### config.mk
export PLATFORM = sky130hd
export DESIGN_NAME = fetch_ctrl_flat
export DESIGN_NICKNAME = d
export VERILOG_FILES = /design/src/rtl/fetch_ctrl_pkg.sv /design/src/rtl/fetch_ctrl_if.sv /design/src/rtl/fetch_ctrl.sv /design/src/flat_wrapper.sv
export SDC_FILE = /design/constraint.sdc
export NUM_CORES = 1
export LEC_CHECK = 0
export ABC_AREA = 0
export BUFFER_PORTS_ARGS = -buffer_cell sky130_fd_sc_hd__buf_2
export CAP_MARGIN = 20
export CORE_MARGIN = 10
export CORE_UTILIZATION = 45
export DETAILED_ROUTE_END_ITERATION = 16
export PLACE_DENSITY = 0.8
export REMOVE_ABC_BUFFERS = 1
export SLEW_MARGIN = 20
export SYNTH_ARGS = -nofsm -noshare
export SYNTH_HDL_FRONTEND = slang
export SYNTH_SLANG_ARGS = --single-unit
### constraint.sdc
create_clock -name clk -period 2.7 [get_ports clk]
set_clock_uncertainty 0.05 [all_clocks]
set_input_delay 0.405 -clock clk [delete_from_list [all_inputs] [get_ports clk]]
set_output_delay 0.405 -clock clk [all_outputs]
set_load 0.01 [all_outputs]
### src/rtl/fetch_ctrl_pkg.sv
// Shared types for the fetch sequencer: datapath width, FSM state encoding
// and the per-state decode of the control outputs.
package fetch_ctrl_pkg;

  localparam int CPU_WIDTH         = 32;
  localparam int FETCH_STATE_WIDTH = 3;

  typedef enum logic [FETCH_STATE_WIDTH-1:0] {
    FETCH_BOOT = 3'd0,
    FETCH_REQ  = 3'd1,
    FETCH_EXEC = 3'd2,
    FETCH_HALT = 3'd3,
    FETCH_TRAP = 3'd4
  } fetch_state_e;

  typedef struct packed {
    logic req;
    logic inst_valid;
    logic pc_ena;
    logic halted;
    logic trap;
  } fetch_flags_t;

  // Each control output is high in exactly one state.
  function automatic fetch_flags_t state_flags(input fetch_state_e s);
    fetch_flags_t f;
    f            = '0;
    f.req        = (s == FETCH_REQ);
    f.inst_valid = (s == FETCH_EXEC);
    f.pc_ena     = (s == FETCH_EXEC);
    f.halted     = (s == FETCH_HALT);
    f.trap       = (s == FETCH_TRAP);
    return f;
  endfunction

  function automatic logic is_misaligned(input logic [CPU_WIDTH-1:0] pc);
    return pc[1:0] != 2'b00;
  endfunction

endpackage

### src/rtl/fetch_ctrl_if.sv
// Instruction-memory request/acknowledge bus between the fetch sequencer
// (master) and instruction memory (slave).
interface fetch_ctrl_if;
  import fetch_ctrl_pkg::*;

  logic                 req;
  logic [CPU_WIDTH-1:0] addr;
  logic                 ack;
  logic [CPU_WIDTH-1:0] rdata;

  modport master (output req, output addr, input ack, input rdata);
  modport slave  (input req, input addr, output ack, output rdata);

endinterface

### src/rtl/fetch_ctrl.sv
// Fetch sequencer: owns the PC, fetches over the imem bus, holds the
// instruction for execute, and commits next_pc / halts / traps on inst_done.
module fetch_ctrl
  import fetch_ctrl_pkg::*;
#(
  parameter logic [CPU_WIDTH-1:0] RESET_PC = 32'h0000_0000
) (
  input  logic                 clk,
  input  logic                 rst,
  fetch_ctrl_if.master         imem,
  output logic [CPU_WIDTH-1:0] inst,
  output logic                 inst_valid,
  output logic [CPU_WIDTH-1:0] curr_pc,
  output logic                 pc_ena,
  input  logic                 inst_done,
  input  logic [CPU_WIDTH-1:0] next_pc,
  input  logic                 halt_req,
  output logic                 halted,
  output logic                 trap,
  output logic [31:0]          instret
);

  fetch_state_e state;
  fetch_flags_t flags;

  assign imem.req   = flags.req;
  assign imem.addr  = curr_pc;
  assign inst_valid = flags.inst_valid;
  assign pc_ena     = flags.pc_ena;
  assign halted     = flags.halted;
  assign trap       = flags.trap;

  // Flags are loaded together with the state so they always match it.
  always_ff @(posedge clk) begin
    if (rst) begin
      state   <= FETCH_BOOT;
      flags   <= state_flags(FETCH_BOOT);
      curr_pc <= RESET_PC;
      inst    <= '0;
      instret <= '0;
    end else begin
      case (state)
        FETCH_BOOT: begin
          state <= FETCH_REQ;
          flags <= state_flags(FETCH_REQ);
        end
        FETCH_REQ: begin
          if (imem.ack) begin
            inst  <= imem.rdata;
            state <= FETCH_EXEC;
            flags <= state_flags(FETCH_EXEC);
          end
        end
        FETCH_EXEC: begin
          if (inst_done) begin
            // A misaligned target traps before retiring, even with halt_req.
            if (is_misaligned(next_pc)) begin
              state <= FETCH_TRAP;
              flags <= state_flags(FETCH_TRAP);
            end else begin
              curr_pc <= next_pc;
              instret <= instret + 32'd1;
              state   <= halt_req ? FETCH_HALT : FETCH_REQ;
              flags   <= state_flags(halt_req ? FETCH_HALT : FETCH_REQ);
            end
          end
        end
        FETCH_HALT: begin
          if (!halt_req) begin
            state <= FETCH_REQ;
            flags <= state_flags(FETCH_REQ);
          end
        end
        FETCH_TRAP: begin
          state <= FETCH_TRAP;
          flags <= state_flags(FETCH_TRAP);
        end
        default: begin
          state <= FETCH_BOOT;
          flags <= state_flags(FETCH_BOOT);
        end
      endcase
    end
  end

endmodule

### src/flat_wrapper.sv
// flat-port wrapper written by rule: the top's interface ports become plain ports
module fetch_ctrl_flat import fetch_ctrl_pkg::*;
#(
  parameter logic [CPU_WIDTH-1:0] RESET_PC = 32'h0000_0000
)
  (clk, rst, inst, inst_valid, curr_pc, pc_ena, inst_done, next_pc, halt_req, halted, trap, instret, imem_req, imem_addr, imem_ack, imem_rdata);
  fetch_ctrl_if imem_i ();
  input  logic clk;
  input  logic rst;
  output logic [CPU_WIDTH-1:0] inst;
  output logic inst_valid;
  output logic [CPU_WIDTH-1:0] curr_pc;
  output logic pc_ena;
  input  logic inst_done;
  input  logic [CPU_WIDTH-1:0] next_pc;
  input  logic halt_req;
  output logic halted;
  output logic trap;
  output logic [31:0] instret;
  output wire logic [$bits(imem_i.req)-1:0] imem_req;
  output wire logic [$bits(imem_i.addr)-1:0] imem_addr;
  input wire logic [$bits(imem_i.ack)-1:0] imem_ack;
  input wire logic [$bits(imem_i.rdata)-1:0] imem_rdata;
  assign imem_req = imem_i.req;
  assign imem_addr = imem_i.addr;
  assign imem_i.ack = imem_ack;
  assign imem_i.rdata = imem_rdata;
  fetch_ctrl #(.RESET_PC(RESET_PC)) u_core (.clk(clk), .rst(rst), .imem(imem_i), .inst(inst), .inst_valid(inst_valid), .curr_pc(curr_pc), .pc_ena(pc_ena), .inst_done(inst_done), .next_pc(next_pc), .halt_req(halt_req), .halted(halted), .trap(trap), .instret(instret));
endmodule
After elaboration in Yosys (flattened, before gate mapping)
Index checks and enable logic that the tools add are counted.
W data, S select, Z words.

operators by class
  add/subtract/negate cells = 1
  multipliers = 0
  div/mod/pow operators = 0
  $lt $le $gt $ge = 0
  equality and inequality tests = 11
  shift-type cells = 0
  mux-type cells = 11
  bitwise logic cells = 1
  reduce and logical (&&, ||, !) cells = 5

operators by type and width
  kind                     number
  $add A32 B1 Y32 const B  1
  $pmux W5 S5              1
  $mux W5                  4
  $pmux W3 S5              1
  $eq A3 B2 Y1 const B     4
  $mux W3                  4
  $eq A3 B1 Y1 const B     2
  $eq A3 B3 Y1 const B     2
  $ne A2 B2 Y1 const B     3
  $reduce_and A3 Y1        2
  $logic_not A3 Y1         1
  $mux W2                  1
  $reduce_and A2 Y1        1
  $reduce_bool A2 Y1       1
  $not A1 Y1               1

word-level totals
  register bits after elaboration = 104
  latch bits = 0
  memory bits (writable) = 0
  memory bits (read-only) = 0
  output and inout port bits = 133
  logic and storage cells = 38
  memories kept = 0

Logic depth before layout (Yosys ltp)
Gate-level depths: netlist (run 1).

  depth after elaboration = 5
  mapped depth = 7
  gate-level depth less buffers = 5

Worst setup path after synthesis (run 1)
No wires, ideal clock.

  kind = reg-to-reg
  start = register u_core.state[0]
  end = register u_core.instret[25]
  library setup time = 0.121 ns
  data arrival time = 1.751 ns
  slack = 0.778 ns
  cell stages (with the launch flop) = 7
  path buffers = 2
  clock period less this slack = 1.922 ns
  cells stage by stage = dfxtp_1 buf_6 nor4b_4 nand4_1 clkbuf_1 nor3_1 mux2_2

on the way
  cells in the longest elaborated chain, start to end = 2

RTL lines
  element                             line              source
  from (decl)                         fetch_ctrl.sv:23  fetch_state_e state;
  from (signal assigned)              fetch_ctrl.sv:63  state <= halt_req ? FETCH_HALT : FETCH_REQ;
  $eq A3 B2 Y1                        fetch_ctrl.sv:42  case (state)
  $reduce_and A3 Y1 (no source line)  n/a
  to (signal assigned)                fetch_ctrl.sv:62  instret <= instret + 32'd1;
  to (decl)                           fetch_ctrl.sv:20  output logic [31:0] instret

Every way passes these cells.
A chain may end at the register's enable or synchronous reset.

Final worst setup path (run 1)
  start = register u_core.state[0]
  end = register u_core.instret[20]

The elaborated chain is that of the path after synthesis.

==> reports/summary.md, run 1 <==
STA classifies the critical path startpoint as a flip-flop. Entering global routing, the biggest net connects 82 pins. The cell chosen for the clock root was sky130_fd_sc_hd__clkbuf_8. The max-cap violation count is 0, and the fraction of final layout cells sized beyond drive strength 1 is 0.338.

For the number of pins exceeding their max-slew limit in the final report, the log shows 0. Among all flip-flop cells after synthesis, the most frequent one is sky130_fd_sc_hd__dfxtp_1. The total power per unit cell area is 543 nW/um^2, and the detailed placer's ending HPWL is 9.66 mm.

Nature of the critical path endpoint: a flip-flop. The completed layout was analyzed and its total power is 2.92 mW. Sorting the synthesized cells by area gives the leading types as sky130_fd_sc_hd__dfxtp_1 47%, sky130_fd_sc_hd__nand2_1 12%, sky130_fd_sc_hd__a21oi_1 9.7%.

Yosys mapped a number of flops with a built-in enable equal to 0. The die covers 13900 um^2. Setup repair after global routing left no endpoint under its margin. The region available for standard cell placement spans 9280 um^2. The first-pass GRT wire length is 20.7 mm. The clock edge transition at the registers on the reported setup and hold paths came out at 0.10 ns.

TritonCTS built the clock tree. Each instance of the synthesized netlist takes up on average 8.18 um^2. The tools report the switching power total as 0.681 mW. The logs give 0 for the number of antenna diodes and 0.077 for the combinational fraction of design power. Detailed routing inserted a total of 4229 vias. In this run, post-CTS hold repair placed 0 buffers. The flow ran to the end, and the final reports show no timing, DRC or antenna violations. The die is 118 um tall. The number of antenna violations at the first check in global routing was 0. The CTS H-tree depth is 3.

The total internal power was 2.24 mW. Pin placement for this block handled 202 I/O pins. The routed design has 12.8 mm of wire.

For the worst slew margin relative to its limit, the log shows 0.455. The startpoint-to-endpoint class of the critical path is flip-flop to flip-flop. In this run the cell area of the synthesized design comes to 4300 um^2. At the pin with the least slew margin, the transition time is 0.818 ns.

Gates resized during post-CTS repair numbered 0. The flip-flop and latch count after synthesis works out to 102. Summing all placed instances gives a cell area of 5150 um^2. The share of async-settable or async-resettable flops after synthesis came out at 0.

Adding up every negative setup slack in the final design gives 0 ns. The share of the synthesized area in the top cell type was 0.475. Post-CTS timing repair inserted 0 buffers for setup. The filler cells instantiated in the layout total 879.

For the number of distinct library cell variants in the gate-level netlist after synthesis, the log shows 41. The required time of the critical path is 2.95 ns, and the critical-path maximum fanout is 22. The congestion estimate from routability-driven global placement came to 0.826.

The fraction of power spent switching nets is 0.233. The final layout contains 752 nets. The largest buffer count on any clock path is 2. The clock period minus final worst setup slack was 2.25 ns; the signal arrival time at the worst endpoint was 2.50 ns.

From synthesis to final layout, the design area changed by 25.2%. The average routed wire per standard cell came out at 15.7 um. In the routed layout, each cell is associated on average with a via count of 5.19. The effective utilization at floorplan is 0.463, and the count of input and output buffers is 201. The number of hold violations in the final report is 0, and the combined global-route utilization of all metal layers is 0.175. After floorplanning, the core was divided into 35 placement rows. Summing all flip-flop and latch instances after layout gives 2040 um^2.

The path class of the tightest hold or removal check is input pin to flip-flop. The die is 118 um wide. Across all hold checks on the routed design, the worst slack comes to 0.219 ns. The maximum resistive drop on vdd is 0.385 mV. Of all cell types, the one taking the most synthesized area is sky130_fd_sc_hd__dfxtp_1. The count of nets left with antenna violations once routing finished came out at 0. For the sequential-to-total area share from yosys stat, the log shows 0.475. The run gives 0.443 GHz as the fmax. In the synthesized netlist, the number of instances is 526.

Summed over all cells, the static leakage comes to 2.39 nW. The final design area excluding fillers came out at 5380 um^2. The run gives 4216 as the number of global-route vias before repair. The run gives 0.534 as the sequential share of power. The total area of multi-input combinational cells was 1860 um^2; the final count of negative-setup-slack endpoints was 0. For the count of TritonRoute iterations in the first routing pass, the log shows 4. The final critical-path share of the clock period was 0.835. At the later pin of the worst-skew pair, clock insertion delay measures 0.36 ns. The CTS buffer count was 9; the slack of the critical path was 0.445 ns. The clock net sink count was 102.

For this run, the number of Yosys warnings is 0. The run gives 0.397 ns as the worst slack at placement. The first routing iteration left 191 violations.

The total overflow left after global routing is 0. DRC violations left: 0. The proportion of power drawn by the clock network is 0.389.
-- per-layer routing --
metal	wire length, um	up-vias	GRT usage
li1	-	2076	-
met1	5100	1943	0.193
met2	6360	198	0.304
met3	1240	12	0.0667
met4	119	0	0.0510
met5	0	-	0
-- cell usage after synthesis (2+ instances only) --
master,number
sky130_fd_sc_hd__inv_1,8
sky130_fd_sc_hd__buf_2,3
sky130_fd_sc_hd__or4_1,12
sky130_fd_sc_hd__nor3b_1,2
sky130_fd_sc_hd__dfxtp_1,102
sky130_fd_sc_hd__and2_1,3
sky130_fd_sc_hd__nand2_1,135
sky130_fd_sc_hd__or3_1,6
sky130_fd_sc_hd__buf_4,33
sky130_fd_sc_hd__nand3_1,13
sky130_fd_sc_hd__a21oi_1,83
sky130_fd_sc_hd__nand2b_1,2
sky130_fd_sc_hd__xnor2_1,4
sky130_fd_sc_hd__nand4_1,11
sky130_fd_sc_hd__clkbuf_1,25
sky130_fd_sc_hd__mux2_2,4
sky130_fd_sc_hd__nor2_1,16
sky130_fd_sc_hd__nor2b_1,7
sky130_fd_sc_hd__xor2_1,5
sky130_fd_sc_hd__and3_1,2
sky130_fd_sc_hd__nor3_1,6
sky130_fd_sc_hd__o31ai_1,12
sky130_fd_sc_hd__o21ai_0,7
sky130_fd_sc_hd__and4_1,7
sky130_fd_sc_hd__a31oi_1,2
-- cells in the final DEF, fill, tap and decap left out, types with 2 or more instances in the layout --
cell,instances
sky130_fd_sc_hd__bufinv_16,3
sky130_fd_sc_hd__nand3_1,13
sky130_fd_sc_hd__nand2b_1,2
sky130_fd_sc_hd__a31oi_1,2
sky130_fd_sc_hd__nor3b_1,2
sky130_fd_sc_hd__and3_1,2
sky130_fd_sc_hd__or4_1,12
sky130_fd_sc_hd__buf_4,7
sky130_fd_sc_hd__a21oi_1,83
sky130_fd_sc_hd__nor2b_1,7
sky130_fd_sc_hd__xnor2_1,4
sky130_fd_sc_hd__o21ai_0,7
sky130_fd_sc_hd__nor3_1,6
sky130_fd_sc_hd__inv_1,8
sky130_fd_sc_hd__mux2_2,4
sky130_fd_sc_hd__nor2_1,16
sky130_fd_sc_hd__xor2_1,5
sky130_fd_sc_hd__nand2_1,135
sky130_fd_sc_hd__o31ai_1,12
sky130_fd_sc_hd__clkbuf_8,9
sky130_fd_sc_hd__and4_1,7
sky130_fd_sc_hd__dfxtp_1,102
sky130_fd_sc_hd__buf_2,200
sky130_fd_sc_hd__or3_1,6
sky130_fd_sc_hd__and2_1,3
sky130_fd_sc_hd__nand4_1,11
-- area by class of cell --
cell class / instances / share of cell area
timing repair buffer: 207 / 0.196
inverter: 8 / 0.00558
multi-input combinational: 354 / 0.346
sequential: 102 / 0.379
clock inverter: 6 / 0.0207
clock buffer: 9 / 0.0230
tap: 129 / 0.0300
-- flip-flops by register name, indices dropped and copies added, names as in the netlist --
signal,flops
u_core.instret,32
u_core.inst_valid,1
u_core.halted,1
u_core.state,3
u_core.inst,32
u_core.imem.req,1
u_core.curr_pc,32
-- stage by stage --
| step | std cells | utilization |
|---|---|---|
| 2_1_floorplan | 464 | - |
| 3_3_place_gp | 800 | 0.554 |
| 3_5_place_dp | 800 | 0.554 |
| 4_1_cts | 815 | 0.580 |
| 5_1_grt | 815 | 0.580 |
| 6_report | 815 | 0.580 |
-- critical path, stage by stage, from the launching register on --
cell	delay [ns]
sky130_fd_sc_hd__dfxtp_1	0.42
sky130_fd_sc_hd__nor4b_4	0.48
sky130_fd_sc_hd__nand4_2	0.47
sky130_fd_sc_hd__or4_1	0.62
sky130_fd_sc_hd__a21oi_1	0.15
-- path summary, 6_finish.rpt --
path,startpoint,end,slack [ns],cells past startpoint
hold reg to reg,u_core.inst[24],u_core.inst[24],0.41,2
hold / removal,imem_rdata[14],u_core.inst[14],0.22,3
setup reg to reg,u_core.state[0],u_core.instret[20],0.45,4
setup / recovery,u_core.state[0],u_core.instret[20],0.45,4
-- cells by family after synthesis --
group	share of synthesized area
AO/OA/AOI/OAI	0.141
XOR/XNOR	0.0183
adder cells (fa/ha/maj)	0.00291
buffers and inverters	0.0925
flip-flops	0.475
multiplexers	0.0105
AND/OR/NAND/NOR	0.260
-- power groups by stage --
| stage | registers [mW] | clock network (mW) | logic (mW) |
|---|---|---|---|
| after global routing | 1.56 | 1.22 | 0.249 |
| after CTS | 1.56 | 1.16 | 0.228 |
| final | 1.56 | 1.14 | 0.225 |
| after floorplan | 1.61 | 0 | 0.0727 |
| after detailed placement | 1.59 | 0 | 0.227 |
| after global placement | 1.59 | 0 | 0.221 |
(Power assumes the default switching activity.)
==> run 2: changes to the inputs <==
--- a/config.mk
+++ b/config.mk
@@ -9,9 +9,9 @@
 export BUFFER_PORTS_ARGS = -buffer_cell sky130_fd_sc_hd__buf_2
 export CAP_MARGIN = 20
 export CORE_MARGIN = 10
-export CORE_UTILIZATION = 45
+export CORE_UTILIZATION = 42
 export DETAILED_ROUTE_END_ITERATION = 16
-export PLACE_DENSITY = 0.8
+export PLACE_DENSITY = 0.78
 export REMOVE_ABC_BUFFERS = 1
 export SLEW_MARGIN = 20
 export SYNTH_ARGS = -nofsm -noshare
==> constraint.sdc (replaced) <==
create_clock -name clk -period 2 [get_ports clk]
set_clock_uncertainty 0.05 [all_clocks]
set_input_delay 0.3 -clock clk [delete_from_list [all_inputs] [get_ports clk]]
set_output_delay 0.3 -clock clk [all_outputs]
set_load 0.01 [all_outputs]
==> reports/summary.md, run 2 (same netlist as run 1, synthesis figures left out) <==
The number of antenna violations at the first check in global routing was 0 (unchanged). The post-CTS setup repair buffer count came out at 0 (unchanged). Cell chosen for the clock root: sky130_fd_sc_hd__clkbuf_8 (unchanged). Highest routed metal layer: met4 (unchanged). Commonest cells after routing, fill and taps aside: 200 x sky130_fd_sc_hd__buf_2, 135 x sky130_fd_sc_hd__nand2_1, 102 x sky130_fd_sc_hd__dfxtp_1, 83 x sky130_fd_sc_hd__a21oi_1, 21 x sky130_fd_sc_hd__buf_4 (was 200 x sky130_fd_sc_hd__buf_2, 135 x sky130_fd_sc_hd__nand2_1, 102 x sky130_fd_sc_hd__dfxtp_1, 83 x sky130_fd_sc_hd__a21oi_1, 16 x sky130_fd_sc_hd__nor2_1). Routed wire length: 12.8 mm (about the same). The net total in the final layout was 767 (was 752).

Number of hold violations in the final report: 0 (unchanged). The final design area excluding fillers was 5470 um^2 (was 5380 um^2). Area inside the core boundary: 9860 um^2 (was 9280 um^2). The nature of the critical path endpoint is a flip-flop (unchanged). The detailed route wirelength on metal2 is 6.06 mm (was 6.36 mm).

The end of the worst hold path is u_core.curr_pc[8] (was u_core.inst[14]). The layout overhead on the synthesized area is 27.3% (was 25.2%). Setup repair after global routing left no endpoint under its margin.

For the fmax, the log shows 0.532 GHz (was 0.443 GHz). The maximum resistive drop on vdd was 0.322 mV (was 0.385 mV). The endpoint of the worst-slack reg-to-reg timing path is u_core.instret[20] (unchanged).

The DRC violations left is 0 (unchanged), and the transition at the pin with the smallest max-transition slack is 0.647 ns (was 0.818 ns). The required time of the critical path was 2.25 ns (was 2.95 ns); the overall die height was 121 um (was 118 um). The aggregate global routing overflow was 0 (unchanged). The tools report the number of pins exceeding their max-slew limit in the final report as 0 (unchanged). Worst slack at placement: 0.0115 ns (was 0.397 ns). The average vias per placed instance works out to 5.03 (was 5.19). The logs give 0 (unchanged) for the remaining antenna violation count and 914 (was 879) for the count of fill cells added during filler insertion. The launch point of the worst hold path is next_pc[8] (was imem_rdata[14]). Count of input and output buffers: 201 (unchanged).

The worst-case register-to-register setup slack is 0.12 ns (was 0.45 ns), and the number of antenna diodes is 0 (unchanged). The type of element launching the critical path is a flip-flop (unchanged). The first-pass GRT wire length was 20.2 mm (was 20.7 mm); the total area of multi-input combinational cells was 1860 um^2 (unchanged). The tools report the detailed placer's ending HPWL as 9.67 mm (was 9.66 mm). The slack of the critical path was 0.122 ns (was 0.445 ns).

For the leakage dissipation, the log shows 2.44 nW (was 2.39 nW). The run gives 0.555 (was 0.580) as the share of the core filled with cells. The total power per unit cell area was 681 nW/um^2 (was 543 nW/um^2); the width of the die was 121 um (was 118 um).

The CTS H-tree depth came out at 3 (unchanged). The tools report the critical register-to-register path startpoint as u_core.instret[1] (was u_core.state[0]). Routability congestion estimate from global placement: 0.802 (was 0.826). The combined global-route utilization of all metal layers is 0.165 (was 0.175), and the wire length the detailed router placed on met1 is 5.35 mm (was 5.10 mm). The run gives 36 (was 35) as the number of cell rows. The clock edge transition at the registers on the reported setup and hold paths works out to 0.10 ns (about the same).

TritonCTS built the clock tree. The tools report the via count as 4199 (was 4229). The final critical-path share of the clock period was 0.939 (was 0.835); the final count of negative-setup-slack endpoints was 0 (unchanged). Largest registers in the final layout: u_core.curr_pc: 32 flops, u_core.inst: 32 flops, u_core.instret: 32 flops (unchanged). The logs give 203 (was 191) for the violation count after the first detailed-route iteration and 66 (was 82) for the pin count of the biggest net entering global routing.

The register area came out at 2040 um^2 (unchanged). The average routed wire per standard cell works out to 15.3 um (was 15.7 um). The die area was 14700 um^2 (was 13900 um^2); the clock net sink count was 102 (unchanged).

The logs give 202 (unchanged) for the number of top-level pins and 0.436 (was 0.463) for the effective utilization at floorplan. The max-cap violation count is 0 (unchanged), and the depth of the worst register-to-register path is 6 (was 4). The critical-path maximum fanout is 22 (unchanged). The post-placement cell area was 5280 um^2 (was 5150 um^2).

Clock latency reported for the late side of the worst-skew pair: 0.36 ns (about the same). The tools report the largest buffer count on any clock path as 2 (unchanged). CTS buffer count: 9 (unchanged). The run finished with clean final reports. Startpoint-to-endpoint class of the critical path: flip-flop to flip-flop (unchanged). Fraction of final layout cells sized beyond drive strength 1: 0.353 (was 0.338). Most frequent standard cell in the layout excluding fill and tap cells: sky130_fd_sc_hd__buf_2 (unchanged). The clock period minus final worst setup slack works out to 1.88 ns (was 2.25 ns).

The type of the most critical hold path was input pin to flip-flop (unchanged). For the met3 layer wire length in the routed design, the log shows 1.20 mm (was 1.24 mm). The run gives 4145 (was 4216) as the number of global-route vias before repair. The signal arrival time at the worst endpoint was 2.13 ns (was 2.50 ns). The instance count along the most critical hold path was 3 (unchanged); the count of TritonRoute iterations in the first routing pass was 4 (unchanged). The worst slew margin relative to its limit was 0.569 (was 0.455).
## run 2: cell types whose count changed in the layout (fill, tap and decap cells not counted)
cell                         change
sky130_fd_sc_hd__inv_6           +2
sky130_fd_sc_hd__clkinv_4        -1
sky130_fd_sc_hd__buf_4          +14
sky130_fd_sc_hd__buf_12          +1
sky130_fd_sc_hd__clkinv_2        +1
sky130_fd_sc_hd__clkinvlp_4      +1
sky130_fd_sc_hd__bufinv_16       -2
## run 2: what timing repair did
item                                    CTS  global route
gates resized for setup                   0             0
hold buffers                              0             0
endpoints found under the setup margin    0             2
hold endpoints to repair                  0             0
## run 2: where the power goes
part	switching [mW]	leakage, nW	total (mW)	internal, mW
logic	0.184	1.52	0.320	0.136
registers	0.0239	0.825	2.10	2.07
clock network	0.727	0.0960	1.31	0.583
## run 2: worst max-delay path by stage
stage                      start            endpoint  slack, ns
2_1_floorplan    u_core.state[0]  u_core.instret[20]      -0.03
3_3_place_gp          next_pc[0]  u_core.instret[23]       0.07
3_5_place_dp          next_pc[0]  u_core.instret[31]       0.01
4_1_cts          u_core.state[0]  u_core.instret[31]        0.1
5_1_grt        u_core.instret[1]  u_core.instret[20]       0.01
6_report       u_core.instret[1]  u_core.instret[20]       0.12
## run 2: critical path: stages (launching register included)
cell and delay (ns):
sky130_fd_sc_hd__dfxtp_1 0.35, sky130_fd_sc_hd__ha_1 0.22, sky130_fd_sc_hd__and4_1 0.25, sky130_fd_sc_hd__nand4_2 0.10
sky130_fd_sc_hd__buf_4 0.22, sky130_fd_sc_hd__or4_1 0.48, sky130_fd_sc_hd__a21oi_1 0.15
## run 2: metal layers
layer	GRT usage	vias to the layer above
met2	0.272	164
met3	0.0679	9
met5	0	-
li1	-	2110
met1	0.188	1916
met4	0.0626	0
## run 2: metrics by stage
step                std cells  total power [mW]  setup TNS, ns  hold slack, ns
CTS                       835              3.77              0          0.0828
floorplan                 464              2.27        -0.0579           0.319
detailed placement        819              2.47              0           0.395
global route              835              3.89              0          0.0884
global placement          819              2.46              0           0.389
finish                    835              3.73              0           0.104
## run 2: final cells by class
| cell class | count | area share |
|---|---|---|
| clock buffers | 9 | 0.0226 |
| clock inverters | 7 | 0.0133 |
| inverters | 8 | 0.00549 |
| multi-input cells | 354 | 0.340 |
| flip-flops and latches | 102 | 0.373 |
| well taps | 133 | 0.0304 |
| repair buffers | 222 | 0.215 |
